`src/rtl/hazard_pkg.sv`:
```
// Shared definitions for the pipeline hazard controller.
//   - forwarding select encodings for the D stage (NONE/E/M/W) and E stage
//   - redirect FSM state type
//   - default exception entry vector and ERET excepttype code
package hazard_pkg;

    // D-stage operand mux: 00 regfile, 10 E, 01 M, 11 W
    localparam logic [1:0] FWD_NONE = 2'b00;
    localparam logic [1:0] FWD_E    = 2'b10;
    localparam logic [1:0] FWD_M    = 2'b01;
    localparam logic [1:0] FWD_W    = 2'b11;

    // E-stage operand mux uses a different code map: 10 M, 01 W
    localparam logic [1:0] FWD_EX_M = 2'b10;
    localparam logic [1:0] FWD_EX_W = 2'b01;

    localparam logic [31:0] EXC_VECTOR_DEF = 32'hBFC00380;
    localparam logic [31:0] ERET_CODE_DEF  = 32'h0000000E;

    typedef enum logic {
        ST_IDLE = 1'b0,
        ST_HOLD = 1'b1
    } redir_state_e;

endpackage

```
`src/rtl/hazard_fwd_sel.sv`:
```
// Priority forwarding selector for one source operand.
//   src_i            source register field
//   weN_i / waddrN_i write enable and destination of write port N (port 0 highest)
//   sel_o            CODEn of the first matching port, FWD_NONE otherwise
// Register 0 never forwards. Tie we2_i low to use only two ports.
module hazard_fwd_sel
    import hazard_pkg::*;
#(
    parameter int         REG_AW = 5,
    parameter logic [1:0] CODE0  = FWD_E,
    parameter logic [1:0] CODE1  = FWD_M,
    parameter logic [1:0] CODE2  = FWD_W
) (
    input  logic [REG_AW-1:0] src_i,
    input  logic              we0_i,
    input  logic [REG_AW-1:0] waddr0_i,
    input  logic              we1_i,
    input  logic [REG_AW-1:0] waddr1_i,
    input  logic              we2_i,
    input  logic [REG_AW-1:0] waddr2_i,
    output logic [1:0]        sel_o
);

    always_comb begin
        sel_o = FWD_NONE;
        if (src_i != '0) begin
            if (we0_i && (waddr0_i == src_i)) begin
                sel_o = CODE0;
            end else if (we1_i && (waddr1_i == src_i)) begin
                sel_o = CODE1;
            end else if (we2_i && (waddr2_i == src_i)) begin
                sel_o = CODE2;
            end
        end
    end

endmodule

```
`src/rtl/hazard_ctrl.sv`:
```
// Pipeline hazard controller for the 5-stage MIPS core.
//   Inputs : D/E register fields, E/M/W write flags, HI/LO and CP0 write flags,
//            divider busy, I/D SRAM wait, M-stage excepttype, current EPC.
//   Outputs: D/E forwarding selects, per-stage stall/flush, PC redirect with
//            target, fetch-discard, saturating stallF cycle counter.
//
// Redirect FSM:
//   state   | meaning
//   IDLE    | normal operation; an exception redirects the PC this cycle
//   HOLD    | exception taken during an outstanding fetch; keep redirecting to
//           | newpc_q and drop fetched data until the fetch completes
module hazard_ctrl
    import hazard_pkg::*;
#(
    parameter int                REG_AW     = 5,
    parameter int                DATA_W     = 32,
    parameter int                LOAD_LAT   = 1,
    parameter logic [DATA_W-1:0] EXC_VECTOR = EXC_VECTOR_DEF,
    parameter logic [DATA_W-1:0] ERET_CODE  = ERET_CODE_DEF
) (
    input  logic              clk,
    input  logic              resetn,
    input  logic [REG_AW-1:0] rsD,
    input  logic [REG_AW-1:0] rtD,
    input  logic [REG_AW-1:0] rsE,
    input  logic [REG_AW-1:0] rtE,
    input  logic [REG_AW-1:0] rdE,
    input  logic [REG_AW-1:0] writeregE,
    input  logic [REG_AW-1:0] writeregM,
    input  logic [REG_AW-1:0] writeregW,
    input  logic              regwriteE,
    input  logic              regwriteM,
    input  logic              regwriteW,
    input  logic              memtoregE,
    input  logic              memtoregM,
    input  logic              hilo_writeM,
    input  logic              hilo_writeW,
    input  logic              cp0_writeM,
    input  logic              cp0_writeW,
    input  logic              stall_divE,
    input  logic              i_wait,
    input  logic              d_wait,
    input  logic [DATA_W-1:0] excepttypeM,
    input  logic [DATA_W-1:0] cp0_epc,
    output logic [1:0]        forwardaD,
    output logic [1:0]        forwardbD,
    output logic [1:0]        forwardaE,
    output logic [1:0]        forwardbE,
    output logic [1:0]        forwardHiLoE,
    output logic [1:0]        forwardCP0E,
    output logic              stallF,
    output logic              stallD,
    output logic              stallE,
    output logic              stallM,
    output logic              stallW,
    output logic              flushD,
    output logic              flushE,
    output logic              flushM,
    output logic              flushW,
    output logic              pc_redirect,
    output logic [DATA_W-1:0] newpc,
    output logic              discard_if,
    output logic [31:0]       stall_cycles
);

    redir_state_e      state_q, state_d;
    logic [DATA_W-1:0] newpc_q, newpc_d;
    logic [31:0]       stall_cycles_q, stall_cycles_d;
    logic              exc_m;
    logic              lu;
    logic [DATA_W-1:0] exc_target;

    hazard_fwd_sel #(.REG_AW(REG_AW), .CODE0(FWD_E), .CODE1(FWD_M), .CODE2(FWD_W)) u_fwd_ad (
        .src_i(rsD), .we0_i(regwriteE), .waddr0_i(writeregE), .we1_i(regwriteM),
        .waddr1_i(writeregM), .we2_i(regwriteW), .waddr2_i(writeregW), .sel_o(forwardaD));

    hazard_fwd_sel #(.REG_AW(REG_AW), .CODE0(FWD_E), .CODE1(FWD_M), .CODE2(FWD_W)) u_fwd_bd (
        .src_i(rtD), .we0_i(regwriteE), .waddr0_i(writeregE), .we1_i(regwriteM),
        .waddr1_i(writeregM), .we2_i(regwriteW), .waddr2_i(writeregW), .sel_o(forwardbD));

    hazard_fwd_sel #(.REG_AW(REG_AW), .CODE0(FWD_EX_M), .CODE1(FWD_EX_W), .CODE2(FWD_NONE)) u_fwd_ae (
        .src_i(rsE), .we0_i(regwriteM), .waddr0_i(writeregM), .we1_i(regwriteW),
        .waddr1_i(writeregW), .we2_i(1'b0), .waddr2_i('0), .sel_o(forwardaE));

    hazard_fwd_sel #(.REG_AW(REG_AW), .CODE0(FWD_EX_M), .CODE1(FWD_EX_W), .CODE2(FWD_NONE)) u_fwd_be (
        .src_i(rtE), .we0_i(regwriteM), .waddr0_i(writeregM), .we1_i(regwriteW),
        .waddr1_i(writeregW), .we2_i(1'b0), .waddr2_i('0), .sel_o(forwardbE));

    always_comb begin
        forwardHiLoE = FWD_NONE;
        if (hilo_writeM) begin
            forwardHiLoE = FWD_EX_M;
        end else if (hilo_writeW) begin
            forwardHiLoE = FWD_EX_W;
        end
        forwardCP0E = FWD_NONE;
        if (cp0_writeM && (rdE == writeregM)) begin
            forwardCP0E = FWD_EX_M;
        end else if (cp0_writeW && (rdE == writeregW)) begin
            forwardCP0E = FWD_EX_W;
        end
    end

    // With LOAD_LAT=2 the load result is not ready until end of W, so a
    // load still sitting in M also blocks its D-stage consumer.
    always_comb begin
        lu = memtoregE && (writeregE != '0) && ((writeregE == rsD) || (writeregE == rtD));
        if (LOAD_LAT == 2) begin
            lu = lu || (memtoregM && (writeregM != '0) &&
                        ((writeregM == rsD) || (writeregM == rtD)));
        end
    end

    assign exc_m      = (excepttypeM != '0);
    assign exc_target = (excepttypeM == ERET_CODE) ? cp0_epc : EXC_VECTOR;

    // Exactly one row of the priority chain drives stall/flush each cycle.
    // HOLD outranks everything: M is already flushed and F is parked.
    always_comb begin
        state_d     = state_q;
        newpc_d     = newpc_q;
        stallF      = 1'b0;
        stallD      = 1'b0;
        stallE      = 1'b0;
        stallM      = 1'b0;
        stallW      = 1'b0;
        flushD      = 1'b0;
        flushE      = 1'b0;
        flushM      = 1'b0;
        flushW      = 1'b0;
        pc_redirect = 1'b0;
        discard_if  = 1'b0;
        newpc       = newpc_q;
        if (state_q == ST_HOLD) begin
            pc_redirect = 1'b1;
            discard_if  = 1'b1;
            stallF      = 1'b1;
            flushD      = 1'b1;
            if (!i_wait) begin
                state_d = ST_IDLE;
            end
        end else if (exc_m) begin
            flushD      = 1'b1;
            flushE      = 1'b1;
            flushM      = 1'b1;
            flushW      = 1'b1;
            pc_redirect = 1'b1;
            newpc       = exc_target;
            if (i_wait) begin
                // the in-flight fetch belongs to the squashed path
                discard_if = 1'b1;
                state_d    = ST_HOLD;
                newpc_d    = exc_target;
            end
        end else if (d_wait) begin
            stallF = 1'b1;
            stallD = 1'b1;
            stallE = 1'b1;
            stallM = 1'b1;
            flushW = 1'b1;
        end else if (stall_divE) begin
            stallF = 1'b1;
            stallD = 1'b1;
            stallE = 1'b1;
            flushM = 1'b1;
        end else if (lu) begin
            stallF = 1'b1;
            stallD = 1'b1;
            flushE = 1'b1;
        end else if (i_wait) begin
            stallF = 1'b1;
            flushD = 1'b1;
        end
    end

    always_comb begin
        stall_cycles_d = stall_cycles_q;
        if (stallF && !pc_redirect && (stall_cycles_q != 32'hFFFF_FFFF)) begin
            stall_cycles_d = stall_cycles_q + 32'd1;
        end
    end

    always_ff @(posedge clk) begin
        if (!resetn) begin
            state_q        <= ST_IDLE;
            newpc_q        <= '0;
            stall_cycles_q <= '0;
        end else begin
            state_q        <= state_d;
            newpc_q        <= newpc_d;
            stall_cycles_q <= stall_cycles_d;
        end
    end

    assign stall_cycles = stall_cycles_q;

endmodule

```
`config.mk`:
```
export PLATFORM = sky130hd
export DESIGN_NAME = hazard_ctrl
export DESIGN_NICKNAME = d
export VERILOG_FILES = /design/src/rtl/hazard_pkg.sv /design/src/rtl/hazard_fwd_sel.sv /design/src/rtl/hazard_ctrl.sv
export SDC_FILE = /design/constraint.sdc
export NUM_CORES = 1
export LEC_CHECK = 0
export CORE_UTILIZATION = 38
export CTS_CLUSTER_DIAMETER = 60
export DETAILED_ROUTE_END_ITERATION = 7
export GPL_ROUTABILITY_DRIVEN = 0
export PLACE_DENSITY = 0.78
export REMOVE_ABC_BUFFERS = 1
export SLEW_MARGIN = 20
export SYNTH_ARGS = -nofsm -noshare
export SYNTH_HDL_FRONTEND = slang
export SYNTH_SLANG_ARGS = --single-unit
```
`constraint.sdc`:
```
create_clock -name clk -period 2 [get_ports clk]
set_input_delay 0.3 -clock clk [delete_from_list [all_inputs] [get_ports clk]]
set_output_delay 0.3 -clock clk [all_outputs]
set_load 0.02 [all_outputs]
```
### Word level (Yosys, flattened, before mapping)

Cells that the tools add are included.

* flip-flop bits (word level): 65
* output and inout bits: 87
* input port bits: 118

* mux-type cells: 58
* eq/ne operators: 14
* $add $sub $neg: 1
* bitwise operators: 1
* reduce and logical (&&, ||, !) cells: 25

Operators by type and width (count)
* 2-to-1 mux 32 bit: 3
* equality test 5 bit: 12
* 2-to-1 mux 1 bit: 41
* adder 32 x 1 -> 32 bit, second input constant: 1
* equality test 32 x 4 -> 1 bit, second input constant: 1
* inequality test 32 bit, second input constant: 1
* nonzero test 32 bit: 1
* 2-to-1 mux 2 bit: 14
* nonzero test 5 bit: 5
* logical AND 1 bit: 16
* AND reduction 3 bit: 1
* zero test 1 bit: 1
* logical OR 1 bit: 1
* NOT 1 bit: 1

### Longest topological paths before layout

Gate-level depths: netlist of the first run.

* word-level depth: 10
* depth in mapped cells: 9
* gate-level depth less buffers: 8

### Modules after synthesis

A second synthesis of the first run with hierarchy kept.

* cell total of the unflattened synthesis: 613
* area, all modules: 4540.6 um2

Modules (own cells, without submodules)
* hazard_ctrl: cells an instance 521, sequential area each 1301.2 um2, area each 3822.4 um2, instances 1
* hazard_fwd_sel at u_fwd_ad ...: cells an instance 28, sequential area each 0.0 um2, area each 226.5 um2, instances 2
* hazard_fwd_sel at u_fwd_ae ...: cells an instance 18, sequential area each 0.0 um2, area each 132.6 um2, instances 2

### Worst setup path after synthesis of the first run

Ideal clock, no wire load.

* path kind: register to register
* start: reg stall_cycles_q[18], in the netlist stall_cycles[18]
* end: reg stall_cycles_q[15], in the netlist stall_cycles[15]
* slack: -224 ps
* arrival time: 2109 ps
* cell stages (with the launch flop): 10
* clock period less this slack: 2224 ps
* setup time: 115 ps
* required time: 1885 ps
* cells stage by stage: dfxtp_1 and4_4 nand4_4 or3_1 o31a_1 o21ai_2 buf_6 buf_6 nor3_1 o21a_1

* longest elaborated chain between the ends: 2

Ends and longest elaborated chain
* start, declared: RTL line hazard_ctrl.sv:68 `logic [31:0] stall_cycles_q, stall_cycles_d;`
* start signal, assigned: RTL line hazard_ctrl.sv:191 `stall_cycles_q <= stall_cycles_d;`
* inequality test 32 bit: RTL line hazard_ctrl.sv:178 `if (stallF && !pc_redirect && (stall_cycles_q != 32'hFFFF_FFFF)) begin`
* logical AND 1 bit: RTL line hazard_ctrl.sv:178

No other way between the ends.
A chain may end at the register's enable or synchronous reset.

### Worst setup path in the final report of the first run

* start: in excepttypeM[15]
* end: out newpc[1]

* longest elaborated chain between the ends: 4
* elaborated cells on any way between the ends: 5
* those cells by class: 1 x eq/ne; 3 x mux; 1 x reduce/logical

Ends and longest elaborated chain
* start, declared: RTL line hazard_ctrl.sv:43 `input logic [DATA_W-1:0] excepttypeM,`
* equality test 32 x 4 -> 1 bit: RTL line hazard_ctrl.sv:115 `assign exc_target = (excepttypeM == ERET_CODE) ? cp0_epc : EXC_VECTOR;`
* 2-to-1 mux 32 bit: RTL line hazard_ctrl.sv:115
* 2-to-1 mux 32 bit *: RTL line hazard_ctrl.sv:142 `end else if (exc_m) begin`
* 2-to-1 mux 32 bit *: RTL line hazard_ctrl.sv:134 `if (state_q == ST_HOLD) begin`
* end, declared: RTL line hazard_ctrl.sv:61 `output logic [DATA_W-1:0] newpc,`

Mark *: on every way between the ends. The rest lies on a longest branch, timed or not.

==> out/metrics.cfg, run 1 <==
[status]
outcome = finished, violations left
violations = setup timing

[floorplan]
dieArea_um2 = 11930
coreArea_um2 = 11030
die_y_um = 109.2
rows = 38
ios = 205
start_util_pct = 39.60
dieWidth_um = 109.2

[job]
drv_cap = 0

[layout]
final_nets = 1033
multi_input_area_um2 = 3730
final_cell_area_um2 = 8817
area_growth_pct = 101.9
n_antenna_cell = 0
regArea_um2 = 1324
final_cell_mix = buf_4 (118), clkdlybuf4s50_1 (84), buf_6 (72)
layout_commonest_cell = buf_4
fillers = 687
layout-drive-gt1-share_pct = 48.69

[hold_path]
min_delay_path_depth = 2
min_path_type = register to register
hold_end = newpc_q[4]$_SDFFE_PN0P_
hold_path.startpoint = newpc_q[4]$_SDFFE_PN0P_

[route]
ant_nets = 0
vias = 6152
totalWireLength_um = 20720
firstDrtPassIters = 5
avgViaCountPerCell = 5.815
drc = 0
wl_per_cell_um = 19.58
drtIter0Drc = 452

[power]
power_switching_share_pct = 28.84
pwr-share-clk_pct = 39.3
p_leak_nw = 3.600
power_density_nw_per_um2 = 420.2
internal-power_mw = 2.636
pwr-share-comb_pct = 24.7
max-vdd-ir-drop_uv = 415.7
switchingPower_mw = 1.069
pwr-share-seq_pct = 36.0

[critical_path]
crit_chain = buf_6 > nor4_4 > and4_4 > and2_4 > and4_4 > clkbuf_16 > nand3_2 > nand2_2 > buf_6
ff2ff_setup_slack_ns = -0.15
critPathMaxFanout = 8
r2r_cells = 8
cp_slowest_stage_delay_ns = 0.28
cp-start-kind = input pin
cp_slowest_cell = and4_4
crit_type = input pin to output port
r2r-start = state_q$_SDFF_PN0_
required_ns = 1.70
crit_path_end_kind = output port
arrival_ns = 1.87
r2r-end = stall_cycles[29]$_SDFFE_PN0P_

[global_route]
grt_pass1_vias = 6094
grt_max_degree = 57
gr-total-overflow = 0
grt.total_usage_pct = 31.56
grt_pass1_wl_um = 28900
antenna_found_initial = 0

[placement]
preCtsSetupSlack_ns = -1.008
dp_hpwl_um = 12400
port_buffers = 202
placed_area_um2 = 7282

[timing]
setup-violations-final = 65
maxSlewViolCount = 0
rsz0062_at_grt = yes
maxClockFrequency_ghz = 0.4605
holdWs_ns = 0.4635
setup_ws_ns = -0.1714
period_share_pct = 108.6
period_minus_slack_ns = 2.171
finalHoldViolations = 0
skew_ns = 0.006891

[cts]
cts_tree = done
max-clock-path-buffers = 2
htree_levels = 3
cts.sinks = 65
numCtsBuffers = 9
clk_pin_slew_ns = 0.05
cts-root-buf = clkbuf_16
insertion_delay_ns = 0.34
cts_hold_buf = 0

[synth]
syn_avg_cell_area_um2 = 7.316
syn_inst = 597
yosysSeqAreaShare_pct = 29.79
yosysUniqueCellTypes = 54
ys.flop_type = dfxtp_1
synth-edff-count = 0
ys_warn_count = 0
ys_ff_latch = 65
syn_area_um2 = 4368
async_flop_share_pct = 0

==> per-stage QoR <==
step | total power [mW] | util (%) | cells | TNS, ns
2_1_floorplan | 1.582 | - | 551 | -36.55
3_3_place_gp | 2.061 | 66.02 | 1008 | -74.49
3_5_place_dp | 2.085 | 66.02 | 1008 | -78.36
4_1_cts | 3.580 | 74.38 | 1050 | -4.898
5_1_grt | 3.814 | 79.93 | 1058 | -11.39
6_report | 3.705 | 79.93 | 1058 | -6.679
==> state kept, by name, indices dropped and copies added (netlist names) <==
name and flops:
newpc_q 32, stall_cycles 32, state_q 1
==> per-layer routing <==
layer / vias up / global-route usage, % / wire length (um)
met5: - / 0 / 0
met4: 0 / 21.90 / 1304
met3: 117 / 6.097 / 1449
met2: 367 / 56.65 / 10510
met1: 2907 / 33.01 / 7450
li1: 2761 / - / -
==> power by group through the flow <==
stage	Combinational (mW)	Sequential, mW	Clock (mW)
final	0.917	1.33	1.46
after global routing	0.958	1.33	1.52
after CTS	0.803	1.33	1.45
after detailed placement	0.732	1.35	0
after global placement	0.710	1.35	0
after floorplan	0.231	1.35	0
==> cells in the mapped netlist, types with 6 or more instances <==
| master | instances | area (um^2) |
|---|---|---|
| nor3_1 | 11 | 55.05 |
| nand2_1 | 93 | 349.1 |
| o21ai_1 | 7 | 35.03 |
| and3_1 | 8 | 50.05 |
| inv_1 | 6 | 22.52 |
| a21oi_1 | 45 | 225.2 |
| o31ai_1 | 9 | 67.56 |
| xnor2_1 | 20 | 175.2 |
| nand3_1 | 63 | 315.3 |
| dfxtp_1 | 65 | 1301 |
| or4_1 | 13 | 97.59 |
| clkbuf_1 | 29 | 108.9 |
| o21a_1 | 8 | 60.06 |
| o21ai_0 | 19 | 95.09 |
| nor4_1 | 20 | 125.1 |
| xor2_1 | 41 | 359.1 |
| or3_1 | 14 | 87.58 |
| nand4_1 | 6 | 37.54 |
| nor2_1 | 46 | 172.7 |
| a211oi_1 | 14 | 105.1 |
==> worst max-delay path: cells and delay by family <==
family | cells | cell delay [ns]
simple gates | 6 | 1.16
buf+inv | 3 | 0.41
==> layout make-up <==
| class | instances | share of cell area (%) |
|---|---|---|
| Timing Repair Buffer | 352 | 37.41 |
| Multi-Input combinational cell | 479 | 42.30 |
| Sequential cell | 65 | 15.01 |
| Tap cell | 140 | 1.987 |
| Inverter | 7 | 0.2980 |
| Clock inverter | 3 | 0.1987 |
| Clock buffer | 12 | 2.796 |
==> how the worst max path moves through the flow <==
stage | endpoint | cells after the start | startpoint
after detailed placement | newpc[19] | 9 | excepttypeM[30]
after CTS | stall_cycles[25]$_SDFFE_PN0P_ | 11 | excepttypeM[29]
final | newpc[1] | 9 | excepttypeM[15]
after global placement | newpc[2] | 9 | excepttypeM[31]
after global routing | stall_cycles[29]$_SDFFE_PN0P_ | 8 | state_q$_SDFF_PN0_
after floorplan | newpc_q[22]$_SDFFE_PN0P_ | 7 | excepttypeM[4]
==> cell families after synthesis <==
logic type,count (synthesis),synth area share [%]
multiplexers,2,0.4583
flip-flops,65,29.79
adder cells (fa/ha/maj),1,0.2864
AO/OA/AOI/OAI,114,15.76
buffers and inverters,53,5.958
AND/OR/NAND/NOR,300,35.43
XOR/XNOR,61,12.23
other,1,0.08585
==> timing repair <==
action / in CTS / in global routing
setup endpoints to repair: 116 / 85
cloned: 8 / 5
resized for setup: 577 / 222
buffers inserted: 19 / 12
hold endpoints to repair: 0 / 0
pin swaps: 73 / 85
(Power assumes the default switching activity.)
==> run 2, diff against run 1 <==
- CAP_MARGIN: default -> 20
- CORE_UTILIZATION: 38 -> 45
- PLACE_DENSITY: 0.78 -> 0.87
- clock period: 2 -> 2.75 ns (I/O delays scaled with it)
==> out/metrics.cfg, run 2 (synthesized netlist as in run 1, its figures left out) <==
[critical_path]
r2r-start = stall_cycles[7]$_SDFFE_PN0P_
cp_slowest_cell = clkdlybuf4s50_1
r2r-end = stall_cycles[26]$_SDFFE_PN0P_
required_ns = 2.34
cp_slowest_stage_delay_ns = 0.48
r2r_cells = 8
crit_path_end_kind = output port
cp-start-kind = input pin
crit_type = input pin to output port
crit_chain = clkdlybuf4s50_1 > nor2_1 > and4_4 > buf_6 > and3_4 > or2_4 > clkbuf_16 > o21ai_1 > buf_2
ff2ff_setup_slack_ns = 0.32
arrival_ns = 2.32
critPathMaxFanout = 7

[floorplan]
ios = 205
coreArea_um2 = 9328
start_util_pct = 46.83
dieArea_um2 = 10100
rows = 35
die_y_um = 100.5
dieWidth_um = 100.5

[route]
wl_per_cell_um = 16.91
vias = 5635
firstDrtPassIters = 5
ant_nets = 0
totalWireLength_um = 16640
avgViaCountPerCell = 5.727
drc = 0
drtIter0Drc = 357

[layout]
area_growth_pct = 70.38
final_cell_mix = clkdlybuf4s50_1 (123), nand2_1 (93), buf_4 (83)
fin_util_pct = 79.79
final_nets = 969
layout-drive-gt1-share_pct = 21.40
stdcell_count = 984
fillers = 635
layout_commonest_cell = clkdlybuf4s50_1
n_antenna_cell = 0

[power]
max-vdd-ir-drop_uv = 233.3
p_leak_nw = 3.127
power_density_nw_per_um2 = 343.8

[timing]
setup-tns-final_ns = 0
slew_headroom_pct = 46.35
period_share_pct = 99.26
skew_ns = 0.01270
finalHoldViolations = 0
period_minus_slack_ns = 2.730
max_slew.worst_pin.slew_ns = 0.7974
setup-violations-final = 0
maxSlewViolCount = 0
maxClockFrequency_ghz = 0.3663

[placement]
dp_hpwl_um = 11700
dp.cells = 959
port_buffers = 202

[global_route]
grt_max_degree = 49
grt_pass1_wl_um = 25250
grt.total_usage_pct = 31.17
grt_pass1_vias = 5511
antenna_found_initial = 0
gr-total-overflow = 0

[cts]
cts_hold_buf = 0
numCtsBuffers = 9
cts_tree = done
clk_pin_slew_ns = 0.09
htree_levels = 3
insertion_delay_ns = 0.35
max-clock-path-buffers = 2
cts.sinks = 65
cts-root-buf = clkbuf_8

[hold_path]
min_path_type = register to register
min_delay_path_depth = 2
hold_path.startpoint = newpc_q[6]$_SDFFE_PN0P_
hold_end = newpc_q[6]$_SDFFE_PN0P_

[status]
outcome = finished clean

[job]
drv_cap = 0

==> run 2: cell type report <==
type	instances	area [um^2]	share of cell area, %
multi-input combinational	479	2923	39.27
timing repair buffer	288	2781	37.37
sequential	65	1301	17.48
tap	129	161.4	2.169
clock inverter	7	125.1	1.681
clock buffer	9	123.9	1.664
inverter	7	26.28	0.3531
==> run 2: power breakdown <==
group / switching [mW] / internal, mW / total (mW)
combinational: 0.256 / 0.304 / 0.560
sequential: 0.0103 / 0.955 / 0.965
clock: 0.422 / 0.612 / 1.03
==> run 2: layer usage <==
layer	track usage (%)	up-vias	part of all wire [%]
li1	-	2633	-
met1	35.09	2674	38
met2	58.11	284	52
met3	4.854	44	6.1
met4	13.04	0	3.1
met5	0	-	0
==> run 2: worst max-delay path, delay by kind of cell <==
kind	cells	cell delay [ns]
AOI/OAI and AO/OA	1	0.18
buffers and inverters	4	0.99
and+or+nand+nor	4	0.72
==> run 2: worst max path at each step <==
stage | startpoint | end | slack (ns) | cells after the start
2_1_floorplan | excepttypeM[4] | newpc_q[22]$_SDFFE_PN0P_ | 0.12 | 7
3_3_place_gp | writeregE[3] | stallF | -0.41 | 10
3_5_place_dp | excepttypeM[24] | newpc[4] | -0.47 | 9
4_1_cts | excepttypeM[29] | newpc[4] | -0.08 | 9
5_1_grt | excepttypeM[4] | newpc[27] | -0.04 | 10
6_report | excepttypeM[21] | newpc[24] | 0.02 | 9
==> run 2: timing repair <==
action | 4_1_cts | 5_1_grt
gates resized for setup | 203 | 70
setup buffers | 2 | 1
pin swaps | 3 | 13
gates cloned | 2 | 4
setup endpoints to repair | 50 | 53
==> run 2: through the flow <==
| stage | power [mW] | hold slack (ns) | instance area, um^2 | setup WS, ns |
|---|---|---|---|---|
| after floorplan | 1.151 | 0.4366 | 4134 | 0.1151 |
| after CTS | 2.522 | 0.4626 | 7217 | -0.08073 |
| after global routing | 2.628 | 0.4829 | 7442 | -0.03532 |
| after global placement | 1.497 | 0.4416 | 7008 | -0.4147 |
| after detailed placement | 1.514 | 0.4506 | 7008 | -0.4685 |
| final | 2.559 | 0.4630 | 7442 | 0.02022 |
